`src/rtl/noc_packetizer_pkg.sv`:
```
// Shared flit format, routing-header field offsets and packetizer state encoding.
// Routers decode headers with the same offset helpers.
package noc_packetizer_pkg;

    localparam int unsigned AXI_DATA_W = 32;
    localparam int unsigned AXI_ID_W   = 4;
    localparam int unsigned AXI_DEST_W = 4;
    localparam int unsigned AXI_USER_W = 4;
    localparam int unsigned LEN_W      = 8;
    localparam int unsigned CNT_W      = 16;

    typedef struct packed {
        logic [AXI_DATA_W-1:0] tdata;
        logic [AXI_ID_W-1:0]   tid;
        logic [AXI_DEST_W-1:0] tdest;
        logic [AXI_USER_W-1:0] tuser;
    } axi_packet_t;

    localparam logic [AXI_ID_W-1:0] ROUTING_HEADER = 4'hF;

    typedef enum logic {
        IDLE = 1'b0,
        BODY = 1'b1
    } packetizer_state_t;

    // Header TDATA layout for coordinate width w: {len, src_x, src_y, dst_x, dst_y}
    localparam int unsigned Y_LSB = 0;

    function automatic int unsigned x_lsb(input int unsigned w);
        return w;
    endfunction

    function automatic int unsigned src_y_lsb(input int unsigned w);
        return 2 * w;
    endfunction

    function automatic int unsigned src_x_lsb(input int unsigned w);
        return 3 * w;
    endfunction

    function automatic int unsigned len_lsb(input int unsigned w);
        return 4 * w;
    endfunction

endpackage

```
`src/rtl/noc_flit_reg.sv`:
```
// One-entry valid/ready output register; loads only when empty or being drained.
module noc_flit_reg
    import noc_packetizer_pkg::*;
#(
    parameter type flit_t = axi_packet_t
) (
    input  logic  clk,
    input  logic  rst,
    input  logic  i_load,
    input  flit_t i_data,
    input  logic  i_ready,
    output flit_t o_data,
    output logic  o_valid,
    output logic  o_free_c
);

    flit_t r_data;
    logic  r_valid;
    logic  w_free;

    assign w_free   = !r_valid || i_ready;
    assign o_free_c = w_free;
    assign o_data   = r_data;
    assign o_valid  = r_valid;

    // Hold contents while stalled; an idle free slot drops valid.
    always_ff @(posedge clk or posedge rst) begin
        if (rst) begin
            r_data  <= '0;
            r_valid <= 1'b0;
        end else if (w_free) begin
            r_valid <= i_load;
            if (i_load) begin
                r_data <= i_data;
            end
        end
    end

endmodule

```
`src/rtl/noc_packetizer.sv`:
```
// Injection-side packetizer: one routing header flit followed by len body flits,
// all through a single registered valid/ready output stage.
module noc_packetizer
    import noc_packetizer_pkg::*;
#(
    parameter int unsigned DATA_WIDTH          = 32,
    parameter int unsigned ID_WIDTH            = 4,
    parameter int unsigned DEST_WIDTH          = 4,
    parameter int unsigned USER_WIDTH          = 4,
    parameter int unsigned MAX_ROUTERS_X       = 4,
    parameter int unsigned MAX_ROUTERS_X_WIDTH = $clog2(MAX_ROUTERS_X),
    parameter int unsigned MAX_ROUTERS_Y       = 4,
    parameter int unsigned MAX_ROUTERS_Y_WIDTH = $clog2(MAX_ROUTERS_Y),
    parameter int unsigned LOCAL_X             = 0,
    parameter int unsigned LOCAL_Y             = 0
) (
    input  logic                           clk,
    input  logic                           rst,
    input  logic                           req_valid,
    output logic                           req_ready,
    input  logic [MAX_ROUTERS_X_WIDTH-1:0] req_target_x,
    input  logic [MAX_ROUTERS_Y_WIDTH-1:0] req_target_y,
    input  logic [LEN_W-1:0]               req_len,
    input  logic [ID_WIDTH-1:0]            req_id,
    input  axi_packet_t                    in,
    input  logic                           in_valid,
    output logic                           in_ready,
    output axi_packet_t                    out,
    output logic                           out_valid,
    input  logic                           out_ready,
    output logic                           busy,
    output logic                           len_err,
    output logic [CNT_W-1:0]               pkt_count
);

    localparam int unsigned W         = MAX_ROUTERS_X_WIDTH;
    localparam int unsigned X_LSB     = x_lsb(W);
    localparam int unsigned SRC_Y_LSB = src_y_lsb(W);
    localparam int unsigned SRC_X_LSB = src_x_lsb(W);
    localparam int unsigned LEN_LSB   = len_lsb(W);
    localparam logic [W-1:0] L_X      = W'(LOCAL_X);
    localparam logic [W-1:0] L_Y      = W'(LOCAL_Y);

    if (MAX_ROUTERS_X_WIDTH != MAX_ROUTERS_Y_WIDTH) begin : g_err_xy_width
        $error("noc_packetizer: x and y coordinate widths must match");
    end
    if (DATA_WIDTH != AXI_DATA_W || ID_WIDTH != AXI_ID_W ||
        DEST_WIDTH != AXI_DEST_W || USER_WIDTH != AXI_USER_W) begin : g_err_axi
        $error("noc_packetizer: AXI widths must match axi_packet_t");
    end
    if (DATA_WIDTH < 4 * W + LEN_W) begin : g_err_data_width
        $error("noc_packetizer: DATA_WIDTH too small for routing header");
    end
    if (LOCAL_X >= MAX_ROUTERS_X || LOCAL_Y >= MAX_ROUTERS_Y) begin : g_err_local
        $error("noc_packetizer: local coordinates outside mesh");
    end

    packetizer_state_t r_state;
    packetizer_state_t w_next_state;
    logic [LEN_W-1:0]    r_remaining;
    logic [ID_WIDTH-1:0] r_id;
    logic                r_len_err;
    logic [CNT_W-1:0]    r_pkt_count;

    logic        w_free;
    logic        w_load;
    logic        w_req_ready;
    logic        w_in_ready;
    logic        w_hdr_fire;
    logic        w_zero_fire;
    logic        w_body_fire;
    axi_packet_t w_hdr;
    axi_packet_t w_body;
    axi_packet_t w_flit;

    // Header built straight from the request so it can load in the fire cycle.
    always_comb begin
        w_hdr                           = '0;
        w_hdr.tid                       = ROUTING_HEADER;
        w_hdr.tdata[Y_LSB +: W]         = req_target_y;
        w_hdr.tdata[X_LSB +: W]         = req_target_x;
        w_hdr.tdata[SRC_Y_LSB +: W]     = L_Y;
        w_hdr.tdata[SRC_X_LSB +: W]     = L_X;
        w_hdr.tdata[LEN_LSB +: LEN_W]   = req_len;
        w_body                          = in;
        w_body.tid                      = r_id;
    end

    always_comb begin
        w_next_state = r_state;
        w_req_ready  = 1'b0;
        w_in_ready   = 1'b0;
        w_load       = 1'b0;
        w_flit       = w_hdr;
        w_hdr_fire   = 1'b0;
        w_zero_fire  = 1'b0;
        w_body_fire  = 1'b0;
        case (r_state)
            IDLE: begin
                w_req_ready = w_free;
                if (req_valid && w_free) begin
                    if (req_len != '0) begin
                        w_load       = 1'b1;
                        w_hdr_fire   = 1'b1;
                        w_next_state = BODY;
                    end else begin
                        w_zero_fire = 1'b1;
                    end
                end
            end
            BODY: begin
                w_in_ready = w_free;
                w_flit     = w_body;
                if (in_valid && w_free) begin
                    w_load      = 1'b1;
                    w_body_fire = 1'b1;
                    if (r_remaining == LEN_W'(1)) begin
                        w_next_state = IDLE;
                    end
                end
            end
            default: w_next_state = IDLE;
        endcase
    end

    always_ff @(posedge clk or posedge rst) begin
        if (rst) begin
            r_state <= IDLE;
        end else begin
            r_state <= w_next_state;
        end
    end

    always_ff @(posedge clk or posedge rst) begin
        if (rst) begin
            r_remaining <= '0;
            r_id        <= '0;
            r_len_err   <= 1'b0;
            r_pkt_count <= '0;
        end else begin
            r_len_err <= w_zero_fire;
            if (w_hdr_fire) begin
                r_remaining <= req_len;
                r_id        <= req_id;
                r_pkt_count <= r_pkt_count + CNT_W'(1);
            end else if (w_body_fire) begin
                r_remaining <= r_remaining - LEN_W'(1);
            end
        end
    end

    noc_flit_reg #(
        .flit_t (axi_packet_t)
    ) u_out_reg (
        .clk      (clk),
        .rst      (rst),
        .i_load   (w_load),
        .i_data   (w_flit),
        .i_ready  (out_ready),
        .o_data   (out),
        .o_valid  (out_valid),
        .o_free_c (w_free)
    );

    assign req_ready = w_req_ready;
    assign in_ready  = w_in_ready;
    assign busy      = (r_state == BODY) || out_valid;
    assign len_err   = r_len_err;
    assign pkt_count = r_pkt_count;

endmodule

```
`config.mk`:
```
export PLATFORM = sky130hd
export DESIGN_NAME = noc_packetizer
export DESIGN_NICKNAME = d
export VERILOG_FILES = /design/src/rtl/noc_packetizer_pkg.sv /design/src/rtl/noc_flit_reg.sv /design/src/rtl/noc_packetizer.sv
export SDC_FILE = /design/constraint.sdc
export NUM_CORES = 1
export LEC_CHECK = 0
export CORE_ASPECT_RATIO = 0.75
export CORE_MARGIN = 2
export CORE_UTILIZATION = 43
export DETAILED_ROUTE_END_ITERATION = 7
export GPL_TIMING_DRIVEN = 0
export PLACE_DENSITY_LB_ADDON = 0.15
export SLEW_MARGIN = 0
export SYNTH_ARGS = -nofsm -noshare
export SYNTH_HDL_FRONTEND = slang
export SYNTH_SLANG_ARGS = --single-unit
```
`constraint.sdc`:
```
create_clock -name clk -period 2.85 [get_ports clk]
set_input_delay 0.4275 -clock clk [delete_from_list [all_inputs] [get_ports clk]]
set_output_delay 0.4275 -clock clk [all_outputs]
set_load 0.01 [all_outputs]
```
# Word-level counts from Yosys, hierarchy flattened
# Index checks and enable logic that the tools add are counted.
totals:
  regBits: 75
  output_inout_bits: 65
  word_cells: 39
op_classes:
  n_addsub: 2
  eq_ne: 1
  mux: 17
  bitwise_logic: 1
  reduce_logical: 8
op_table:
  columns: ["cell", "count"]
  rows:
  - ["two-way mux 44 bit", 1]
  - ["adder 16 x 1 -> 16 bit, second input constant", 1]
  - ["two-way mux 8 bit", 2]
  - ["two-way mux 1 bit", 12]
  - ["== test 8 x 1 -> 1 bit, second input constant", 1]
  - ["nonzero test 8 bit", 1]
  - ["subtractor 8 x 1 -> 8 bit, second input constant", 1]
  - ["one-hot mux 1 bit (2 select lines)", 2]
  - ["logical AND 1 bit", 2]
  - ["logical OR 1 bit", 2]
  - ["AND reduction 2 bit", 1]
  - ["nonzero test 2 bit", 1]
  - ["logical NOT 1 bit", 1]
  - ["NOT 1 bit", 1]

# Logic depth before layout (Yosys ltp)
logic_depth:
  ltp_word: 7
  mapped_depth: 7

# Modules after synthesis
# A second synthesis with hierarchy kept.
unflattened:
  hier_cells: 277
  area_unflattened_um2: 3671.0
by_module_without_submodules:
  columns: ["module", "n_inst", "cells_per_inst", "area_each_um2"]
  rows:
  - ["noc_flit_reg", 1, 97, 1851.8]
  - ["noc_packetizer", 1, 180, 1819.2]

# Least setup slack after synthesis
# OpenSTA, ideal clock, no wires.
synth_path:
  path_kind: "input port to flip-flop"
  startpoint: "in req_len[7]"
  endpoint: "reg u_out_reg.r_data, in the netlist u_out_reg.o_data[10]"
  setup_time_ps: 121
  arrival_time_ps: 1465
  path_slack_ps: 1264
  stages: 5
  path_buffers: 1
  cell_sequence: "nor4_2 > a211o_1 > buf_2 > nand2_1 > o22a_1"
synth_via:
  elab_chain_len: 5
synth_lines:
  columns: ["element", "line_no", "rtl"]
  rows:
  - ["from (decl)", "noc_packetizer.sv:23", "input logic [LEN_W-1:0] req_len,"]
  - ["nonzero test 8 bit", "noc_packetizer.sv:102", "if (req_len != '0) begin"]
  - ["two-way mux 1 bit", "noc_packetizer.sv:102", null]
  - ["two-way mux 1 bit", "noc_packetizer.sv:101", "if (req_valid && w_free) begin"]
  - ["one-hot mux 1 bit (2 select lines)", "noc_packetizer.sv:98", "case (r_state)"]
  - ["AND reduction 2 bit (no line)", null, null]
  - ["to (signal assigned)", "noc_flit_reg.sv:34", "r_data <= i_data;"]
  - ["to (decl)", "noc_flit_reg.sv:17", "flit_t r_data;"]
# Every way passes these cells.
# A chain may end at the register's enable or synchronous reset.

# Final worst setup path
layout_path:
  startpoint: "reg r_state"
  endpoint: "out busy"
layout_via:
  elab_chain_len: 1
layout_lines:
  columns: ["element", "line_no", "rtl"]
  rows:
  - ["from (decl)", "noc_packetizer.sv:58", "packetizer_state_t r_state;"]
  - ["from (signal assigned)", "noc_packetizer.sv:130", "r_state <= w_next_state;"]
  - ["logical OR 1 bit", "noc_packetizer.sv:167", "assign busy = (r_state == BODY) || out_valid;"]
  - ["to (decl)", "noc_packetizer.sv:31", "output logic busy,"]
# Every way passes these cells.

==> results.cfg <==
[cts]
clock_path_buffers = 2
root_buffer = clkbuf_8
hold_buffers = 0
numCtsBuffers = 9
clk_pin_slew_ns = 0.08
post_cts_buffers = 0
clkSinkCount = 75
ctsHtreeMaxLevel = 3
clk_latency_ns = 0.34
cts_tree = done
cts-resized-gates = 0

[setup_path]
r2r_slack_ns = 1.04
cp.arrival_ns = 2.07
required_ns = 2.42
crit_type = register to primary output
crit_path_start_kind = register
path_max_fanout = 10
endpoint_kind = primary output
worstSetupStartpoint = r_state
crit_path_end = busy
r2r_end = u_out_reg.o_data[11]
rr_worst_depth = 6
r2r-start = r_state

[sta]
skew_ns = 0.00615
setup_slack_ns = 0.349
max_freq_ghz = 0.400
rsz0062_at_grt = false
min_period_ns = 2.50
slew_viol_final = 0
final.setup.tns_ns = 0
final.period_utilization_pct = 87.7
tightest_slew_ns = 0.585
whs_ns = 0.423
hold_violations = 0
slew_headroom_pct = 61.0
finalSetupViolations = 0

[global_route]
antenna_found_initial = 0
grt_max_degree = 50
grt_use_total_pct = 21.1
overflow = 0
grt_pass1_vias = 2727
grt_pass1_wl_um = 13800

[routing]
vias_per_cell = 5.26
ant_nets = 0
firstDrtPassIters = 4
routed_wirelength_um = 8480
post_drt_wl_per_cell_um = 16.1
via_count = 2765
drtIter0Drc = 156
drc_errors = 0

[yosys]
synthArstFlopShare_pct = 100
synth_edf_count = 0
synth_top_area_share_pct = 57.3
synthCells = 283
synth_flop_cell = dfrtp_1
yosysWarnings = 0
yosysSeqAreaShare_pct = 57.3
ys_ff_latch = 75
mappedNetlistArea_mm2 = 0.00328
syn_area_per_cell_um2 = 11.6
synth_fp_nets = 351
synth_area_leaders = dfrtp_1 57%, a22o_1 7.5%, mux2i_1 3.7%, nand3_1 3.4%, nand2_1 3.2%
synth_cell_types = 47
yosysTopAreaCell = dfrtp_1

[final_layout]
nNetsFinal = 488
drive_gt1_share_pct = 9.41
finish.utilization_pct = 66.5
areaGrowthSynthToFinish_pct = 49.5
num_antenna_cells = 0
fill_cells = 597

[floorplanning]
core-area_mm2 = 0.00736
num_io_pins = 130
dieHeight_um = 79.6
die_x_um = 105
start_util_pct = 44.5
row_count = 27
die_area_mm2 = 0.00835

[place]
dpl.hpwl_um = 6110
port_buffers = 125
post-place-ws_ns = 0.439
gp_congestion = 0.755

[power]
power_leakage_nw = 2.16
irDropWorstVdd_v = 0.000580
power_per_cell_area_mw_per_mm2 = 900

[outcome]
status = complete, no violations

[min_path]
worstHoldPathType = input port to async pin

[flow_run]
cap_violations = 0
cells by family after synthesis:
kind of cell / after synthesis / synth area share [%]
buffers and inverters: 23 / 3.40
muxes: 13 / 4.01
adders and majority gates: 3 / 1.15
AOI/OAI and AO/OA: 60 / 14.5
xor gates and xnor gates: 15 / 4.01
and+or+nand+nor: 94 / 15.6
DFF: 75 / 57.3
registers in the layout, summed over array words and instances (netlist names):
register,flops
u_out_reg.o_data,44
r_remaining,8
pkt_count,16
len_err,1
r_id,4
r_state,1
u_out_reg.o_valid,1
cell usage after synthesis, types with 2 or more instances:
master    count
dfrtp_1      75
o22a_1        4
and2_1        3
nor4_2        3
and4_1        3
clkbuf_1      3
xor2_1       11
buf_1         3
nor3_1        9
nand3_1      22
inv_1         4
nand2b_1      2
nand2_1      28
nor2_1        9
nor2b_1       2
a221oi_1      2
mux2i_1      12
nand4_1       6
ha_1          3
xnor2_1       4
a22o_1       28
buf_2        11
o21ai_1      12
final cells by class:
type / count / area, um^2 / share of cell area, %
flip-flops and latches: 75 / 1880 / 38.3
multi-input cells: 185 / 1290 / 26.3
repair buffers: 126 / 1280 / 26.1
well taps: 101 / 126 / 2.58
clock buffers: 9 / 124 / 2.53
plain buffers: 19 / 96.3 / 1.97
clock inverters: 7 / 91.3 / 1.86
inverters: 4 / 17.5 / 0.357
worst min-delay path by stage:
stage,startpoint,end,slack [ns],depth (start not counted)
6_report,rst,u_out_reg.o_data[4],0.42,2
3_5_place_dp,r_id[2],r_id[2],0.47,2
4_1_cts,rst,u_out_reg.o_data[4],0.42,2
3_3_place_gp,pkt_count[15],pkt_count[15],0.45,1
5_1_grt,rst,u_out_reg.o_data[4],0.43,2
2_1_floorplan,r_id[0],r_id[0],0.45,2
cells in the final DEF (no fill, tap or decap), drive strengths merged, types with 2 or more instances in the layout:
| cell | instances |
|---|---|
| and2 | 3 |
| nor2b | 2 |
| nor4 | 5 |
| nor3 | 9 |
| clkdlybuf4s50 | 125 |
| nor2 | 10 |
| nand3 | 22 |
| a22o | 28 |
| buf | 17 |
| xor2 | 11 |
| mux2i | 12 |
| a221oi | 2 |
| nand4 | 6 |
| o21ai | 13 |
| bufinv | 2 |
| nand2b | 3 |
| nand2 | 28 |
| dfrtp | 75 |
| xnor2 | 4 |
| o22a | 4 |
| ha | 3 |
| and4 | 3 |
| inv | 5 |
| clkbuf | 12 |
| clkinv | 3 |
per-layer routing:
metal	GRT usage, %	up-vias	share of wire (%)
met3	7.02	9	6.6
met1	29.2	1356	47
met2	32.5	93	46
met5	0	-	0
li1	-	1307	-
met4	4.40	0	0.91
power by group:
group	leakage, nW	internal, mW	switching, mW	total, mW
registers	0.906	1.47	0.279	1.74
clock network	0.109	0.491	0.390	0.881
logic	1.14	1.02	0.772	1.79
critical path: stages, from the launching register on:
cell and delay (ns):
dfrtp_1 0.32, buf_4 0.19, clkbuf_1 0.48, or2_2 0.21
clkdlybuf4s50_1 0.53
per-stage QoR:
stage	cell area (um^2)	instances	total power, mW
6_report	4900	526	4.41
5_1_grt	4900	526	4.69
4_1_cts	4900	526	4.46
3_5_place_dp	4690	510	3.55
3_3_place_gp	4660	509	3.50
2_1_floorplan	3280	283	2.59
Note: power is estimated with default switching activity, not from simulation.
